==> config.mk <==
export PLATFORM = sky130hd
export DESIGN_NAME = bdpsk_decoder
export DESIGN_NICKNAME = d
export VERILOG_FILES = /design/src/rtl/bdpsk_pkg.sv /design/src/rtl/bdpsk_delay_line.sv /design/src/rtl/bdpsk_decoder.sv
export SDC_FILE = /design/constraint.sdc
export NUM_CORES = 1
export LEC_CHECK = 0
export ABC_AREA = 1
export BUFFER_PORTS_ARGS = -buffer_cell sky130_fd_sc_hd__buf_4
export CAP_MARGIN = 20
export CORE_ASPECT_RATIO = 1.75
export CORE_MARGIN = 1.5
export CORE_UTILIZATION = 40
export CTS_CLUSTER_DIAMETER = 30
export DETAILED_ROUTE_END_ITERATION = 10
export PLACE_DENSITY_LB_ADDON = 0.25
export SLEW_MARGIN = 20
export SYNTH_ARGS = -nofsm -noshare
export SYNTH_HDL_FRONTEND = slang
export SYNTH_SLANG_ARGS = --single-unit
==> constraint.sdc <==
create_clock -name clk -period 14.5 [get_ports clk]
set_clock_uncertainty 0.1 [all_clocks]
set_input_delay 2.175 -clock clk [delete_from_list [all_inputs] [get_ports clk]]
set_output_delay 2.175 -clock clk [all_outputs]
set_load 0.03 [all_outputs]
==> src/rtl/bdpsk_pkg.sv <==
// Shared BDPSK definitions used by both the encoder and the decoder:
// symbol geometry, sample coding, FSM state encoding and datapath types.
package bdpsk_pkg;

  localparam int SAMPLES_PER_SYM = 128;
  localparam int SAMPLE_W        = 8;
  localparam int MIDPOINT        = 127;
  localparam int ACC_W           = 24;

  typedef enum logic [1:0] {
    IDLE  = 2'd0,
    PRIME = 2'd1,
    RUN   = 2'd2
  } bdpsk_state_e;

  // Centred sample: SAMPLE_W+1 bits signed, range -MIDPOINT..(2^SAMPLE_W-1-MIDPOINT)
  typedef logic signed [SAMPLE_W:0] csample_t;
  typedef logic signed [ACC_W-1:0]  acc_t;

endpackage

==> src/rtl/bdpsk_delay_line.sv <==
// One-symbol circular delay line for centred samples. The entry under the
// write pointer is presented combinationally (the sample from one symbol
// earlier) and replaced by the new sample on the same accepting edge.
// Only the pointer is cleared by reset; the storage is never initialised.
module bdpsk_delay_line #(
  parameter int DEPTH = bdpsk_pkg::SAMPLES_PER_SYM,
  parameter int WIDTH = bdpsk_pkg::SAMPLE_W + 1
) (
  input  logic                    clk,
  input  logic                    reset_n,
  input  logic                    wr_en,
  input  logic signed [WIDTH-1:0] wr_data,
  output logic signed [WIDTH-1:0] rd_data
);
  import bdpsk_pkg::*;

  localparam int PTR_W = $clog2(DEPTH);

  logic signed [WIDTH-1:0] mem_q [DEPTH];
  logic [PTR_W-1:0]        ptr_q;
  logic [PTR_W-1:0]        ptr_d;

  assign rd_data = mem_q[ptr_q];

  // Pointer advances once per write and wraps naturally (DEPTH is a power of two)
  always_comb begin
    ptr_d = ptr_q;
    if (wr_en) ptr_d = ptr_q + PTR_W'(1);
  end

  // Pointer register with synchronous clear
  always_ff @(posedge clk) begin
    if (!reset_n) ptr_q <= '0;
    else          ptr_q <= ptr_d;
  end

  // Storage write after the old entry has been read out
  always_ff @(posedge clk) begin
    if (wr_en) mem_q[ptr_q] <= wr_data;
  end

endmodule

==> src/rtl/bdpsk_decoder.sv <==
// BDPSK demodulator: centres each sample, multiplies it with the sample one
// symbol earlier, integrates over the symbol and slices on the sign of the
// integral (negative = phase reversal = bit 1).
// Optional feature macro: BDPSK_DEC_METRIC_EN adds the metric/weak outputs
// and the WEAK_THRESH parameter.
module bdpsk_decoder #(
  parameter int SAMPLES_PER_SYM = bdpsk_pkg::SAMPLES_PER_SYM,
  parameter int SAMPLE_W        = bdpsk_pkg::SAMPLE_W,
  parameter int MIDPOINT        = bdpsk_pkg::MIDPOINT,
  parameter int ACC_W           = bdpsk_pkg::ACC_W
`ifdef BDPSK_DEC_METRIC_EN
  , parameter int WEAK_THRESH   = 65536
`endif
) (
  input  logic                    clk,
  input  logic                    reset_n,
  input  logic                    sample_valid,
  input  logic [SAMPLE_W-1:0]     sample,
  input  logic                    sym_start,
  output logic                    bit_valid,
  output logic                    bit_out,
  output logic                    locked
`ifdef BDPSK_DEC_METRIC_EN
  , output logic signed [ACC_W-1:0] metric
  , output logic                    weak
`endif
);
  import bdpsk_pkg::*;

  localparam int                     CW    = SAMPLE_W + 1;
  localparam int                     PW    = 2 * CW;
  localparam int                     CNT_W = $clog2(SAMPLES_PER_SYM);
  localparam logic [CNT_W-1:0]       LAST  = CNT_W'(SAMPLES_PER_SYM - 1);
  localparam logic signed [CW-1:0]   MID_C = CW'(MIDPOINT);

  bdpsk_state_e            state_q, state_d;
  logic [CNT_W-1:0]        sym_cnt_q, sym_cnt_d;
  logic signed [ACC_W-1:0] acc_q, acc_d;
  logic                    bit_valid_q, bit_valid_d;
  logic                    bit_out_q, bit_out_d;
  logic                    locked_q, locked_d;
  logic                    wr_en;

  logic signed [CW-1:0]    c_p0;
  logic signed [CW-1:0]    d_p0;
  logic signed [PW-1:0]    prod_p0;
  logic signed [ACC_W-1:0] acc_sum_p0;

`ifdef BDPSK_DEC_METRIC_EN
  logic signed [ACC_W-1:0] metric_q, metric_d;
  logic                    weak_q, weak_d;

  // Magnitude compare done one bit wider so the most negative value cannot overflow
  function automatic logic is_weak(input logic signed [ACC_W-1:0] a);
    logic signed [ACC_W:0] mag;
    mag = a[ACC_W-1] ? -((ACC_W+1)'(a)) : (ACC_W+1)'(a);
    return mag < (ACC_W+1)'(WEAK_THRESH);
  endfunction
`endif

  // ---- p0: centre, delay, multiply, integrate (all combinational) ----
  assign c_p0       = $signed({1'b0, sample}) - MID_C;
  assign prod_p0    = PW'(c_p0) * PW'(d_p0);
  assign acc_sum_p0 = acc_q + ACC_W'(prod_p0);

  bdpsk_delay_line #(
    .DEPTH (SAMPLES_PER_SYM),
    .WIDTH (CW)
  ) u_delay (
    .clk     (clk),
    .reset_n (reset_n),
    .wr_en   (wr_en && reset_n),
    .wr_data (c_p0),
    .rd_data (d_p0)
  );

  // Next-state, symbol timing, accumulation and bit decision
  always_comb begin
    state_d     = state_q;
    sym_cnt_d   = sym_cnt_q;
    acc_d       = acc_q;
    bit_valid_d = 1'b0;
    bit_out_d   = bit_out_q;
    locked_d    = locked_q;
    wr_en       = 1'b0;
`ifdef BDPSK_DEC_METRIC_EN
    metric_d    = metric_q;
    weak_d      = weak_q;
`endif
    if (sample_valid) begin
      case (state_q)
        IDLE: begin
          if (sym_start) begin
            wr_en     = 1'b1;
            sym_cnt_d = CNT_W'(1);
            acc_d     = '0;
            state_d   = PRIME;
          end
        end
        PRIME, RUN: begin
          wr_en = 1'b1;
          if (sym_start && (sym_cnt_q != '0)) begin
            // Misaligned symbol start: drop the partial symbol and re-prime
            sym_cnt_d = CNT_W'(1);
            acc_d     = '0;
            state_d   = PRIME;
            locked_d  = 1'b0;
          end else begin
            sym_cnt_d = sym_cnt_q + CNT_W'(1);
            if (state_q == PRIME) begin
              if (sym_cnt_q == LAST) begin
                state_d  = RUN;
                locked_d = 1'b1;
                acc_d    = '0;
              end
            end else if (sym_cnt_q == LAST) begin
              bit_valid_d = 1'b1;
              bit_out_d   = acc_sum_p0[ACC_W-1];
              acc_d       = '0;
`ifdef BDPSK_DEC_METRIC_EN
              metric_d    = acc_sum_p0;
              weak_d      = is_weak(acc_sum_p0);
`endif
            end else begin
              acc_d = acc_sum_p0;
            end
          end
        end
        default: begin
          state_d  = IDLE;
          locked_d = 1'b0;
        end
      endcase
    end
  end

  // ---- p1: registered state and decision outputs ----
  always_ff @(posedge clk) begin
    if (!reset_n) begin
      state_q     <= IDLE;
      sym_cnt_q   <= '0;
      acc_q       <= '0;
      bit_valid_q <= 1'b0;
      bit_out_q   <= 1'b0;
      locked_q    <= 1'b0;
`ifdef BDPSK_DEC_METRIC_EN
      metric_q    <= '0;
      weak_q      <= 1'b0;
`endif
    end else begin
      state_q     <= state_d;
      sym_cnt_q   <= sym_cnt_d;
      acc_q       <= acc_d;
      bit_valid_q <= bit_valid_d;
      bit_out_q   <= bit_out_d;
      locked_q    <= locked_d;
`ifdef BDPSK_DEC_METRIC_EN
      metric_q    <= metric_d;
      weak_q      <= weak_d;
`endif
    end
  end

  assign bit_valid = bit_valid_q;
  assign bit_out   = bit_out_q;
  assign locked    = locked_q;
`ifdef BDPSK_DEC_METRIC_EN
  assign metric    = metric_q;
  assign weak      = weak_q;
`endif

endmodule
==> results of run 1 <==
registers in the layout (all words and copies together) (netlist names), named ones only:
register       count
sym_cnt_q          7
state_q            2
acc_q             24
bit_out            1
locked             1
u_delay.mem_q   1152
u_delay.ptr_q      7
bit_valid          1
tightest hold or removal path, cell delays in order, from the launching register on:
cell and delay [ns]:
dfxtp_1 0.31, inv_1 0.05, a21oi_1 0.05
logic make-up after synthesis:
group,count (synthesis),share of synthesized area
AO/OA/AOI/OAI,98,0.0102
XOR/XNOR,20,0.00326
adder cells (fa/ha/maj),166,0.0523
buffers and inverters,507,0.0469
flip-flops,1202,0.662
AND/OR/NAND/NOR,2825,0.225
layer usage:
layer,part of all wire,global-route usage,up-vias
met5,0,0,-
met4,0.062,0.127,0
met3,0.046,0.0292,346
met2,0.54,0.390,1076
met1,0.36,0.231,17503
li1,-,-,16541
Yosys cell counts (3+ instances only):
master,n,share of area
edfxtp_1,1152,0.64
o21ai_0,22,0.0020
buf_4,45,0.0063
a21oi_1,56,0.0052
inv_2,3,0.00021
nand2_1,1447,0.10
clkbuf_1,29,0.0020
o21bai_1,4,0.00056
xnor2_1,6,0.00098
buf_1,26,0.0018
nand3_1,1113,0.10
xor2_1,14,0.0023
a21o_1,3,0.00042
nand2_2,4,0.00047
dfxtp_1,50,0.019
nor2_1,224,0.016
a211oi_1,3,0.00042
buf_2,128,0.012
fa_1,98,0.036
nor3_1,11,0.0010
ha_1,68,0.016
nand4_1,10,0.0012
inv_1,234,0.016
buf_6,37,0.0078
clkinv_1,3,0.00021
or2_2,3,0.00035
layout make-up:
cell class / count / area, µm² / area share
clock inverters: 98 / 1150 / 0.0192
repair buffers: 74 / 638 / 0.0106
flip-flops and latches: 1202 / 35600 / 0.593
diodes: 2 / 5.00 / 0.0000833
well taps: 1790 / 2240 / 0.0373
inverters: 242 / 952 / 0.0158
multi-input cells: 3109 / 15800 / 0.263
clock buffers: 162 / 3710 / 0.0618
path summary, 6_finish.rpt:
check,startpoint,to,cells past startpoint
setup / recovery,flop,bit_out,31
hold / removal,locked,locked,2
setup reg to reg,flop,bit_out,31
hold reg to reg,locked,locked,2
power by group:
group	internal [mW]	switching, mW
Combinational	2.07	3.99
Sequential	3.86	0.0381
Clock	2.15	1.50
Total	8.08	5.53
==> Flow_metrics.wiki, run 1 <==
{| class="wikitable"
! Metric !! Value
|-
| Slew at the pin closest to its max-slew limit || approximately 1.2 ns
|-
| Most common cell after layout, fill and taps aside || nand2_1
|-
| Category of the worst setup path capture point || flop
|-
| # Post-CTS Setup Buffers || 0
|-
| Start-to-end type of the worst setup path || reg2reg
|-
| Power per Cell Area || 227 nW/µm²
|-
| H-tree depth || 4
|-
| Leakage power summed over all cells || about 22 nW
|-
| Largest voltage drop on the vdd net || between 0.6 and 0.7 mV
|-
| Worst path bufs/invs || 7
|-
| DR WL/cell || approximately 22 µm
|-
| Library cell used as clock root buffer || clkbuf_16
|-
| Count of vias placed by the detailed router || roughly 35k
|-
| Element type at the critical path start || flop
|-
| Status || finished clean
|-
| Clock Tree Buf Depth || 3
|-
| Final hold slack || roughly 0.35 ns
|-
| Number of nets at the end of the flow || between 4k and 5k
|-
| Post-detailed-placement cell area || approximately 55,000 µm²
|-
| Vert. Die Dim || 488 µm
|-
| Initial core utilization || 0.404
|-
| Primary FF master, synth || edfxtp_1
|-
| CP arrival || 9.63 ns
|-
| Per-cell via count in the routed design || approximately 5.3
|-
| Tmin final || between 9 and 10 ns
|-
| Register bit count reported by yosys || 1,202
|-
| Final cell count without fillers || about 6.7k
|-
| FILL cells || approximately 12k
|-
| Die Span X || between 200 and 300 µm
|-
| Number of global-route vias before repair || 35.2k
|-
| Pin count of the biggest net entering global routing || roughly 260
|-
| RSZ-0062 raised after global routing || false
|-
| Post-route fraction of the period consumed by the critical path || 0.624
|-
| CP top delay family || adder cells
|-
| CTS hold repair buffers || 0
|-
| Insertion delay to the later sink of the worst-skew pair || between 0.7 and 0.8 ns
|-
| Post_cts resized || 0
|-
| Total clock buffers created by CTS || ~140
|-
| Final core utilization || 0.451
|-
| Buffers on Ports || 14
|-
| Detailed-route DRC error count || 0
|-
| Wire length of the first global-routing pass || around 220,000 µm
|-
| Distinct cells, synth || between 40 and 50
|-
| Row count || between 150 and 200
|-
| Synthesized area per cell || between 10 and 15 µm²
|-
| Number of iterations in the first detailed-routing pass || 6
|-
| Full die area || between 100,000 and 150,000 µm²
|-
| Final design area excluding fillers || about 60,000 µm²
|-
| Detailed Place HPWL || around 90,000 µm
|-
| Pre-CTS setup slack || just under 5 ns
|-
| Post-route antenna net violation count || 0
|-
| Post-synthesis async set-or-reset flop share || 0
|-
| Post-CTS clock slew at the launch and capture registers of the worst setup and hold paths || ~0.06 ns
|-
| Master of the slowest instance on the critical path || fa_1
|-
| Warning count from the yosys run || 0
|-
| Setup TNS || 0 ns
|-
| Cells after DPL || roughly 6.4k
|-
| Achievable frequency || between 100 and 150 MHz
|-
| GR Util All Layers || 0.213
|-
| Max Slew Vio Count || 0
|-
| CTS tree || built
|-
| Initial antenna violation count || 1
|-
| Worst-case setup margin in the final layout || around 5.4 ns
|-
| Synthesized instance count || approximately 4.8k
|-
| Synthesized Nets || ~5.0k
|-
| Summed instance area of the synthesized netlist || 53,800 µm²
|-
| Core region area || about 130,000 µm²
|-
| Worst EP required || roughly 15 ns
|-
| Worst Hold Class || reg2reg
|-
| Placer Congestion || ~0.88
|-
| EDFF count, synth || 1,152
|-
| Slew margin rel. || 0.218
|-
| Clock sink count || approximately 1.2k
|-
| Final setup violation count || 0
|-
| Starting DRC count in detailed routing || roughly 2.5k
|-
| Final hold violation count || 0
|-
| Biggest fanout along the worst timing path || about 260
|-
| Max incr delay on CP || ~0.71 ns
|-
| Wirelength, routed || between 100,000 and 150,000 µm
|-
| Overflow left after global routing || 0
|-
| Proportion of synthesized chip area in sequential cells || 0.662
|-
| Area Growth Syn to Fin || 11.8%
|-
| Total power draw || 13.6 mW
|-
| Most common cell type on the critical path || nand2_1
|-
| Most frequent cells in the layout || nand2_1, edfxtp_1, nand3_1
|-
| Fraction of layout cells with a size suffix above 1 || 0.0694
|-
| Max cap viols || 0
|-
| R2R Setup Slk || 5.45 ns
|-
| Boundary Pins || 15
|}
Power figures use the tool's default switching activity.
==> run 2: changes to the inputs <==
ABC_AREA = 0   (was 1)
clock period = 8.4 ns   (was 14.5 ns; I/O delays follow)
==> Flow_metrics.wiki, run 2 <==
{| class="wikitable"
! Metric !! Value
|-
| Synth top cells by count || edfxtp_1, mux4_2, nor2_1 (was nand2_1, edfxtp_1, nand3_1)
|-
| Primary FF master, synth || edfxtp_1 (unchanged)
|-
| Clock Tree Buf Depth || 3 (unchanged)
|-
| Synthesized area per cell || 19.5 µm² (was 11.2 µm²)
|-
| H-tree depth || 4 (unchanged)
|-
| Pre-CTS setup slack || 0.175 ns (was 4.90 ns)
|-
| Vert. Die Dim || 475 µm (was 488 µm)
|-
| Worst EP required || 8.99 ns (was 15.07 ns)
|-
| R2R Setup Slk || 0.29 ns (was 5.45 ns)
|-
| Number of iterations in the first detailed-routing pass || 5 (was 6)
|-
| Number of instances on the worst hold path || 2 (unchanged)
|-
| Initial antenna violation count || 0 (was 1)
|-
| Initial core utilization || 0.402 (was 0.404)
|-
| Power per Cell Area || 298 nW/µm² (was 227 nW/µm²)
|-
| Final setup violation count || 0 (unchanged)
|-
| Registers with the most flip-flops || u_delay.mem_q x1152, acc_q x24 (unchanged)
|-
| GR Util All Layers || 0.192 (was 0.213)
|-
| Placer Congestion || 0.841 (was 0.880)
|-
| Most frequent cells in the layout || edfxtp_1, mux4_2, nor2_1 (was nand2_1, edfxtp_1, nand3_1)
|-
| EDFF count, synth || 1,152 (unchanged)
|-
| Final hold violation count || 0 (unchanged)
|-
| Overflow left after global routing || 0 (unchanged)
|-
| Element type at the critical path start || flop (unchanged)
|-
| Per-cell via count in the routed design || 5.50 (was 5.31)
|-
| Library cell used as clock root buffer || clkbuf_16 (unchanged)
|-
| Warning count from the yosys run || 0 (unchanged)
|-
| Number of global-route vias before repair || 26.5k (was 35.2k)
|-
| Setup TNS || 0 ns (unchanged)
|-
| Buffers on Ports || 14 (unchanged)
|-
| Max Slew Vio Count || 0 (unchanged)
|-
| Max cap viols || 0 (unchanged)
|-
| Total clock buffers created by CTS || 137 (was 144)
|-
| Most area-consuming cells after synthesis || edfxtp_1, mux4_2, fa_1 (was edfxtp_1, nand3_1, nand2_1)
|-
| FILL cells || 10.6k (was 12.3k)
|-
| Largest register by flop count || u_delay.mem_q (unchanged)
|-
| Core region area || 127,000 µm² (was 133,000 µm²)
|-
| Number of nets at the end of the flow || 2,900 (was 4,951)
|-
| Register bit count reported by yosys || 1,202 (unchanged)
|-
| Biggest fanout along the worst timing path || 30 (was 263)
|-
| Footprint of the flip-flops and latches || 35,600 µm² (about the same)
|-
| Proportion of netlist area held by the largest area contributor || 0.680 (was 0.643)
|-
| Slew margin rel. || 0.222 (was 0.218)
|-
| Post-CTS clock slew at the launch and capture registers of the worst setup and hold paths || 0.06 ns (about the same)
|-
| Pin count of the biggest net entering global routing || 81 (was 264)
|-
| DR WL met3 || 4900 µm (was 6660 µm)
|-
| Distinct cells, synth || 57 (was 45)
|-
| Reg-to-Reg End || acc_q[20] (was bit_out)
|-
| Full die area || 129,000 µm² (was 137,000 µm²)
|-
| Worst-case setup margin in the final layout || 0.294 ns (was 5.45 ns)
|-
| Clock sink count || 1,202 (unchanged)
|-
| Wire length of the first global-routing pass || 180,000 µm (was 217,000 µm)
|-
| Footprint of the multi-input gates || 14,200 µm² (was 15,800 µm²)
|-
| Max reg flops || 1,152 (unchanged)
|-
| Wirelength, routed || 122,000 µm (was 145,000 µm)
|-
| Boundary Pins || 15 (unchanged)
|-
| DR WL/cell || 27.1 µm (was 21.7 µm)
|-
| Insertion delay to the later sink of the worst-skew pair || 0.75 ns (was 0.78 ns)
|-
| Area Growth Syn to Fin || 14.3% (was 11.8%)
|-
| Category of the worst setup path capture point || flop (unchanged)
|-
| Detailed Place HPWL || 78,500 µm (was 87,800 µm)
|-
| Row count || 173 (was 177)
|-
| WHS Endpoint || acc_q[13] (was locked)
|-
| RSZ-0062 raised after global routing || false (unchanged)
|-
| R2R depth || 22 (was 31)
|-
| Summed instance area of the synthesized netlist || 50,900 µm² (was 53,800 µm²)
|-
| Start-to-end type of the worst setup path || reg2reg (unchanged)
|-
| Count of vias placed by the detailed router || 24.7k (was 35.5k)
|-
| CTS tree || built (unchanged)
|-
| Largest voltage drop on the vdd net || 0.550 mV (was 0.646 mV)
|-
| Top cell type by total area after synthesis || edfxtp_1 (unchanged)
|-
| Tmin final || 8.11 ns (was 9.05 ns)
|-
| Slew at the pin closest to its max-slew limit || 1.16 ns (was 1.17 ns)
|-
| Fraction of layout cells with a size suffix above 1 || 0.254 (was 0.0694)
|-
| Achievable frequency || 123 MHz (was 110 MHz)
|-
| Status || finished clean (unchanged)
|-
| Post-route antenna net violation count || 0 (unchanged)
|-
| Starting DRC count in detailed routing || 2,119 (was 2,547)
|-
| Post-synthesis async set-or-reset flop share || 0 (unchanged)
|-
| Routed metal-1 wire length || 43,400 µm (was 51,700 µm)
|-
| Post-route fraction of the period consumed by the critical path || 0.965 (was 0.624)
|-
| Worst Hold Class || reg2reg (unchanged)
|-
| Launch instance of the worst min-delay path || acc_q[13] (was locked)
|-
| Proportion of synthesized chip area in sequential cells || 0.700 (was 0.662)
|-
| Detailed-route DRC error count || 0 (unchanged)
|-
| Synthesized Nets || 2,784 (was 4,996)
|-
| Most common cell after layout, fill and taps aside || edfxtp_1 (was nand2_1)
|-
| Leakage power summed over all cells || 18.5 nW (was 21.9 nW)
|-
| Top routing layer in use || met4 (unchanged)
|-
| Ant. Diodes || 0 (was 2)
|-
| Top-count cell post-synth || edfxtp_1 (was nand2_1)
|-
| Synthesized instance count || 2,606 (was 4,818)
|-
| Die Span X || 273 µm (was 280 µm)
|-
| CP arrival || 8.70 ns (was 9.63 ns)
|-
| Met2 Routed Length || 68,900 µm (was 77,500 µm)
|-
| # Post-CTS Setup Buffers || 0 (unchanged)
|}
[run 2: how the worst max path moves through the flow]
stage                     cells past startpoint         to      start
final                                        22  acc_q[20]       flop
after global routing                         24  acc_q[20]       flop
after CTS                                    23  acc_q[20]       flop
after detailed placement                     23  acc_q[20]       flop
after global placement                       23  acc_q[20]       flop
after floorplan                              22  acc_q[20]  sample[2]
[run 2: where the power goes]
group          internal, mW  total, mW  leakage (nW)  switching, mW
Clock                  3.53       6.04          2.21           2.51
Sequential             6.65       6.68          10.8         0.0336
Combinational          1.95       4.63          5.48           2.67
[run 2: kinds of logic (layout without fill, tap and decap cells)]
group	after synthesis	after routing	share of synthesized area
and+or+nand+nor	381	381	0.0334
AOI/OAI and AO/OA	143	143	0.0178
buffers and inverters	287	512	0.0238
xor gates and xnor gates	32	32	0.00551
adders and majority gates	166	166	0.0553
DFF	1202	1202	0.700
muxes	395	395	0.165
[run 2: routing by layer]
metal	global-route usage	up-vias
met4	0.0791	0
li1	-	10566
met5	0	-
met3	0.0287	219
met1	0.212	13262
met2	0.364	674
[run 2: cell type report]
cell class              instances  area share
flip-flops and latches       1202       0.613
multi-input cells            1117       0.244
clock buffers                 161      0.0638
well taps                    1662      0.0358
repair buffers                 91      0.0166
clock inverters                87      0.0157
inverters                     173      0.0116
[run 2: through the flow]
| stage | hold WS [ns] | total power [mW] | area (µm²) | cells | utilization |
|---|---|---|---|---|---|
| 2_1_floorplan | 0.332 | 10.3 | 50900 | 2606 | - |
| 3_3_place_gp | 0.358 | 11.3 | 53400 | 4243 | 0.422 |
| 3_5_place_dp | 0.356 | 11.4 | 53400 | 4243 | 0.422 |
| 4_1_cts | 0.375 | 17.5 | 58000 | 4491 | 0.458 |
| 5_1_grt | 0.415 | 18.3 | 58100 | 4493 | 0.459 |
| 6_report | 0.369 | 17.3 | 58100 | 4493 | 0.459 |
[run 2: repair_timing]
action                                  CTS  global route
endpoints found under the setup margin    0             4
hold buffers                              0             0
resized for setup                         0            12
[run 2: critical path, cell delays in order, from the launching register on]
cell and delay (ns):
dfxtp_4 0.40, buf_12 0.24, buf_12 0.29, mux4_2 0.61
mux4_2 0.48, mux2i_1 0.45, o22ai_1 0.22, nor2_1 0.25
nor2_1 0.11, fa_1 0.51, fa_1 0.56, fa_1 0.42
fa_1 0.49, inv_1 0.06, fa_1 0.48, inv_1 0.04
ha_1 0.34, a21o_1 0.23, o41a_1 0.36, o211ai_1 0.42
a31oi_1 0.20, or4b_2 0.66, nand3_1 0.09
